**config.mk**
```make
export PLATFORM = sky130hd
export DESIGN_NAME = sp_link_sync_ctrl
export DESIGN_NICKNAME = d
export VERILOG_FILES = /design/src/rtl/sp_link_sync_ctrl.sv
export SDC_FILE = /design/constraint.sdc
export NUM_CORES = 1
export LEC_CHECK = 0
export ABC_AREA = 1
export BUFFER_PORTS_ARGS = -buffer_cell sky130_fd_sc_hd__buf_2
export CAP_MARGIN = 20
export CORE_MARGIN = 5
export CORE_UTILIZATION = 62
export CTS_BUF_LIST = sky130_fd_sc_hd__clkbuf_4
export DETAILED_ROUTE_END_ITERATION = 8
export GPL_TIMING_DRIVEN = 0
export PLACE_DENSITY = 0.95
export SYNTH_ARGS = -nofsm -noshare
export SYNTH_HDL_FRONTEND = slang
export SYNTH_SLANG_ARGS = --single-unit
```
**constraint.sdc**
```tcl
create_clock -name clk_4f -period 3.35 [get_ports clk_4f]
set_input_delay 0 -clock clk_4f [delete_from_list [all_inputs] [get_ports clk_4f]]
set_output_delay 0 -clock clk_4f [all_outputs]
set_load 0.005 [all_outputs]
```
**src/rtl/sp_link_sync_ctrl.sv**
```systemverilog
// Byte-lock controller for the PCIe PHY receive deserializer: hunts for comma alignment,
// requests bit-slips when none is found, and forwards data bytes once the lane is locked.
module sp_link_sync_ctrl #(
    parameter logic [7:0] COMMA_CHAR   = 8'hBC,
    parameter int         SYNC_COUNT   = 4,
    parameter int         SLIP_TIMEOUT = 16,
    parameter int         SLIP_SETTLE  = 2,
    parameter int         ERR_LIMIT    = 3
) (
    input  logic       clk_4f,
    input  logic       reset,
    input  logic       enable,
    input  logic [7:0] byte_in,
    input  logic       byte_strobe,
    input  logic       sym_err,
    output logic [7:0] data_out,
    output logic       valid_out,
    output logic       active,
    output logic       slip,
    output logic [1:0] state
);

    localparam int CW = $clog2(SYNC_COUNT + 1);
    localparam int BW = $clog2(SLIP_TIMEOUT + 1);
    localparam int SW = (SLIP_SETTLE < 1) ? 1 : $clog2(SLIP_SETTLE + 1);
    localparam int EW = $clog2(ERR_LIMIT + 1);

    localparam logic [CW-1:0] SYNC_L   = CW'(SYNC_COUNT);
    localparam logic [BW-1:0] TIMEOUT_L = BW'(SLIP_TIMEOUT);
    localparam logic [SW-1:0] SETTLE_L = SW'(SLIP_SETTLE);
    localparam logic [EW-1:0] ERR_L    = EW'(ERR_LIMIT);
    localparam logic [CW-1:0] C_ONE    = CW'(1);
    localparam logic [BW-1:0] B_ONE    = BW'(1);
    localparam logic [SW-1:0] S_ONE    = SW'(1);
    localparam logic [EW-1:0] E_ONE    = EW'(1);

    typedef enum logic [1:0] {
        SEARCH    = 2'd0,
        COUNT     = 2'd1,
        ACTIVE    = 2'd2,
        SLIP_WAIT = 2'd3
    } state_t;

    state_t          state_q;
    logic [CW-1:0]   comma_cnt;
    logic [BW-1:0]   byte_cnt;
    logic [SW-1:0]   settle_cnt;
    logic [EW-1:0]   err_cnt;

    logic [CW-1:0]   comma_inc;
    logic [BW-1:0]   byte_inc;
    logic [SW-1:0]   settle_inc;
    logic [EW-1:0]   err_inc;
    logic            is_comma;

    // Saturating increments: a counter parked at its limit never wraps.
    assign comma_inc  = (comma_cnt  == SYNC_L)    ? comma_cnt  : comma_cnt  + C_ONE;
    assign byte_inc   = (byte_cnt   == TIMEOUT_L) ? byte_cnt   : byte_cnt   + B_ONE;
    assign settle_inc = (settle_cnt >= SETTLE_L)  ? settle_cnt : settle_cnt + S_ONE;
    assign err_inc    = (err_cnt    == ERR_L)     ? err_cnt    : err_cnt    + E_ONE;
    assign is_comma   = (byte_in == COMMA_CHAR);
    assign state      = state_q;

    always_ff @(posedge clk_4f or posedge reset) begin
        if (reset) begin
            state_q    <= SEARCH;
            comma_cnt  <= '0;
            byte_cnt   <= '0;
            settle_cnt <= '0;
            err_cnt    <= '0;
            data_out   <= '0;
            valid_out  <= 1'b0;
            active     <= 1'b0;
            slip       <= 1'b0;
        end else begin
            valid_out <= 1'b0;
            slip      <= 1'b0;
            if (!enable) begin
                state_q    <= SEARCH;
                comma_cnt  <= '0;
                byte_cnt   <= '0;
                settle_cnt <= '0;
                err_cnt    <= '0;
                active     <= 1'b0;
            end else if (byte_strobe) begin
                case (state_q)
                    SEARCH: begin
                        if (is_comma) begin
                            byte_cnt  <= '0;
                            comma_cnt <= C_ONE;
                            if (SYNC_COUNT <= 1) begin
                                state_q   <= ACTIVE;
                                active    <= 1'b1;
                                err_cnt   <= '0;
                                comma_cnt <= '0;
                            end else begin
                                state_q <= COUNT;
                            end
                        end else if (byte_inc == TIMEOUT_L) begin
                            slip       <= 1'b1;
                            state_q    <= SLIP_WAIT;
                            byte_cnt   <= '0;
                            settle_cnt <= '0;
                        end else begin
                            byte_cnt <= byte_inc;
                        end
                    end
                    COUNT: begin
                        if (!is_comma) begin
                            state_q   <= SEARCH;
                            comma_cnt <= '0;
                            byte_cnt  <= B_ONE;
                        end else if (comma_inc == SYNC_L) begin
                            state_q   <= ACTIVE;
                            active    <= 1'b1;
                            err_cnt   <= '0;
                            comma_cnt <= '0;
                        end else begin
                            comma_cnt <= comma_inc;
                        end
                    end
                    SLIP_WAIT: begin
                        // Bytes here are still misaligned; even commas are discarded.
                        if (settle_inc >= SETTLE_L) begin
                            state_q    <= SEARCH;
                            settle_cnt <= '0;
                        end else begin
                            settle_cnt <= settle_inc;
                        end
                    end
                    ACTIVE: begin
                        if (sym_err) begin
                            if (err_inc == ERR_L) begin
                                state_q <= SEARCH;
                                active  <= 1'b0;
                                err_cnt <= '0;
                            end else begin
                                err_cnt <= err_inc;
                            end
                        end else begin
                            err_cnt <= '0;
                            if (!is_comma) begin
                                data_out  <= byte_in;
                                valid_out <= 1'b1;
                            end
                        end
                    end
                    default: state_q <= SEARCH;
                endcase
            end
        end
    end

endmodule

```
==> flow_summary_export.csv <==
group,metric,value,unit
hold_path,hp-class,"in -> reg",
run_status,run_status,"finished, final reports clean",
synthesis,synth_most_common_cell,"nand2_1",
drt,first_iter_violations,50,
grt,overflow,0,
drt,routed_wl,3460,um
worst_setup_path,crit_type,"reg -> reg",
synthesis,yosysUniqueCellTypes,29,
drt,antenna_left,0,
cts,cts_tree,"yes",
grt,grt_usage,21.1,%
hold_path,holdPathStages,3,
floorplanning,die_area,3680,sq um
worst_setup_path,cp-end-kind,"flip-flop",
cts,cts_htree_levels,1,
floorplanning,placeableCoreArea,2480,sq um
cells_and_area,final_nets,255,
synthesis,synth-async-reset-ratio,100,%
sta,whs,0.0274,ns
synthesis,synthXorXnorAreaFrac,1.10,%
synthesis,synth-compound-area-share,8.49,%
grt,grt_pass1_wl,5940,um
drt,first_pass_iters,4,
flow_run,maxCapViolations,0,
sta,layout_min_cycle_time,1.73,ns
floorplanning,rows,18,
sta,min_period_over_period,51.7,%
cts,ctsRootBufferMaster,"clkbuf_4",
worst_setup_path,crit_start,"byte_cnt[0]",
cts,cts.path.max_buffers,2,
synthesis,synth_area_leader_cell,"dfrtp_1",
synthesis,synthAdderAreaFrac,3.14,%
cells_and_area,layout.filler_cells,188,
cts,clkTransAtPathRegs,0.13,ns
power_and_ir_drop,vdd_drop_max,0.513,mV
synthesis,synth_seq_cells,25,
grt,antenna_found_initial,0,
cts,clock_sinks,25,
grt,grt_max_degree,26,
worst_setup_path,cpMostUsedCell,"nand2_2",
synthesis,yosysSeqAreaShare,39.3,%
worst_setup_path,crit_chain,"inv_1 -> ha_1 -> nand2_1 -> inv_1 -> nand2_2 -> nand2_2 -> nand2_2 -> nor2_4 -> nand3_2 -> nand2_2 -> nand3_2 -> and2_1",
drt,via_per_inst,5.44,
synthesis,synthMuxAreaShare,0,%
grt,grt_pass1_vias,1446,
synthesis,synth_edf_count,0,
worst_setup_path,regToRegStartpoint,"byte_cnt[0]",
worst_setup_path,slowest_delay,0.45,ns
cells_and_area,drive_gt1_share,35.0,%
cts,clock_latency,0.31,ns
floorplanning,chipHeight,60.7,um
sta,finalSetupTns,0,ns
sta,fin_skew,0.00223,ns
placement,io_buffers,24,
synthesis,synth_top_family_by_area,"simple AND/OR/NAND/NOR gates",
power_and_ir_drop,leakage,0.978,nW
synthesis,synth_area_per_cell,7.96,sq um
placement,place_hpwl,2590,um
cts,cts-buffers-inserted,3,
cts,ctsResizeCount,0,
synthesis,syn_nets,217,
worst_setup_path,cp-start-kind,"flip-flop",
synthesis,synthSimpleGateAreaFrac,39.2,%
sta,rsz0062_at_grt,"false",
power_and_ir_drop,power.density,641,nW/um^2
worst_setup_path,reg2reg_depth,12,
sta,tightestPinTransition,0.898,ns
worst_setup_path,slowest_stage,"dfrtp_1",
sta,max_clock_freq,0.577,GHz
sta,slew_headroom,40.1,%
drt,routedWlPerCell,13.0,um
cells_and_area,diodes,0,
drt,via_count,1452,
worst_setup_path,worstPathArrival,1.95,ns
worst_setup_path,cp_max_fo,5,
floorplanning,start_util,64.2,%
synthesis,synth.cell_area,1590,sq um
synthesis,synthTopCellsByCount,"nand2_1 (49), dfrtp_1 (25), inv_1 (19)",
worst_setup_path,worst_ep_required_time,3.57,ns
synthesis,yosys_warnings,0,
drt,drc,0,
placement,gp_congestion,0.859,
synthesis,synth_top_area_share,39.3,%
synthesis,synthCells,200,
sta,final_hold_viol_count,0,
sta,finalMaxSlewViolations,0,
synthesis,synth_ff_type,"dfrtp_1",
cells_and_area,syn2layout_area_growth,17.5,%
floorplanning,die_x,60.7,um
synthesis,yosys-top-cells-area,"dfrtp_1 (39%), nand2_1 (12%), nand2_2 (7.1%)",
sta,setup_viol,0,
hold_path,min_from,"enable",
floorplanning,ioPinCount,26,
==> kinds of logic (layout without fill, tap and decap cells) <==
logic type               Yosys count  in the layout
XOR/XNOR                           2              2
flip-flops                        25             25
adder cells (fa/ha/maj)            4              4
AO/OA/AOI/OAI                     21             21
buffers and inverters             34             71
AND/OR/NAND/NOR                  114            114
==> state kept, by name (all words and copies together) (netlist names) <==
register	flops
active	1
byte_cnt	5
comma_cnt	3
data_out	8
err_cnt	2
settle_cnt	2
slip	1
state	2
valid_out	1
==> critical path: cells and delay by family (launching register included) <==
| kind | cells | cell delay, ns |
|---|---|---|
| buffers and inverters | 2 | 0.23 |
| and+or+nand+nor | 9 | 0.80 |
| DFF | 1 | 0.45 |
| adders and majority gates | 1 | 0.15 |
==> layout by cell type (no fill, tap or decap), types with 2 or more instances in the layout <==
| cell | count |
|---|---|
| nand3_2 | 2 |
| nor3_1 | 3 |
| dlygate4sd3_1 | 9 |
| inv_2 | 12 |
| dfrtp_1 | 25 |
| nand2_1 | 49 |
| buf_2 | 24 |
| nand2_2 | 18 |
| nor2_2 | 6 |
| o21ai_2 | 4 |
| a21oi_1 | 2 |
| xor2_1 | 2 |
| o21ai_0 | 5 |
| clkbuf_4 | 4 |
| o21ai_1 | 7 |
| inv_1 | 19 |
| nor2_4 | 3 |
| nand4_1 | 2 |
| nor3_4 | 2 |
| ha_1 | 4 |
| nor2_1 | 9 |
| nand3_1 | 16 |
==> routing by layer <==
metal	routed length, um	GRT usage [%]	vias up
met5	0	0	-
met4	85	7.12	0
met3	207	2.55	12
met2	1810	39.7	49
met1	1360	24.7	689
li1	-	-	702
==> what timing repair did <==
action / in CTS / in global routing
endpoints found under the setup margin: 0 / 0
hold buffers: 9 / 0
buffers inserted: 0 / 0
endpoints found under the hold margin: 33 / 0
==> report_power, final <==
| group | switching, W | internal, W |
|---|---|---|
| Combinational | 0.000363 | 0.000221 |
| Sequential | 0.0000844 | 0.000391 |
| Clock | 0.0000847 | 0.0000546 |
==> through the flow <==
| step | setup WS, ns | utilization [%] | cells | total power [W] | area [sq um] |
|---|---|---|---|---|---|
| after floorplan | 1.82 | - | 200 | 0.000887 | 1590 |
| after global placement | 1.71 | 70.6 | 254 | 0.00101 | 1750 |
| after detailed placement | 1.65 | 70.6 | 254 | 0.00105 | 1750 |
| after CTS | 1.61 | 75.5 | 267 | 0.00120 | 1870 |
| after global routing | 1.48 | 75.5 | 267 | 0.00130 | 1870 |
| final | 1.62 | 75.5 | 267 | 0.00120 | 1870 |
==> cell type report <==
cell class	count	area (sq um)	area share, %
plain buffers	2	18.8	1.00
inverters	32	121	6.49
multi-input cells	141	826	44.2
clock buffers	4	30.0	1.61
flip-flops and latches	25	626	33.5
well taps	30	37.5	2.01
repair buffers	33	210	11.2
==> final timing paths <==
| kind | to | slack, ns |
|---|---|---|
| min in group asynchronous | data_out[3] | 0.41 |
| max | settle_cnt[1] | 1.62 |
| min | comma_cnt[0] | 0.03 |
| min reg2reg | data_out[1] | 0.49 |
| max reg2reg | settle_cnt[1] | 1.62 |
| max in group asynchronous | settle_cnt[0] | 2.39 |
Note: power is estimated with default switching activity, not from simulation.
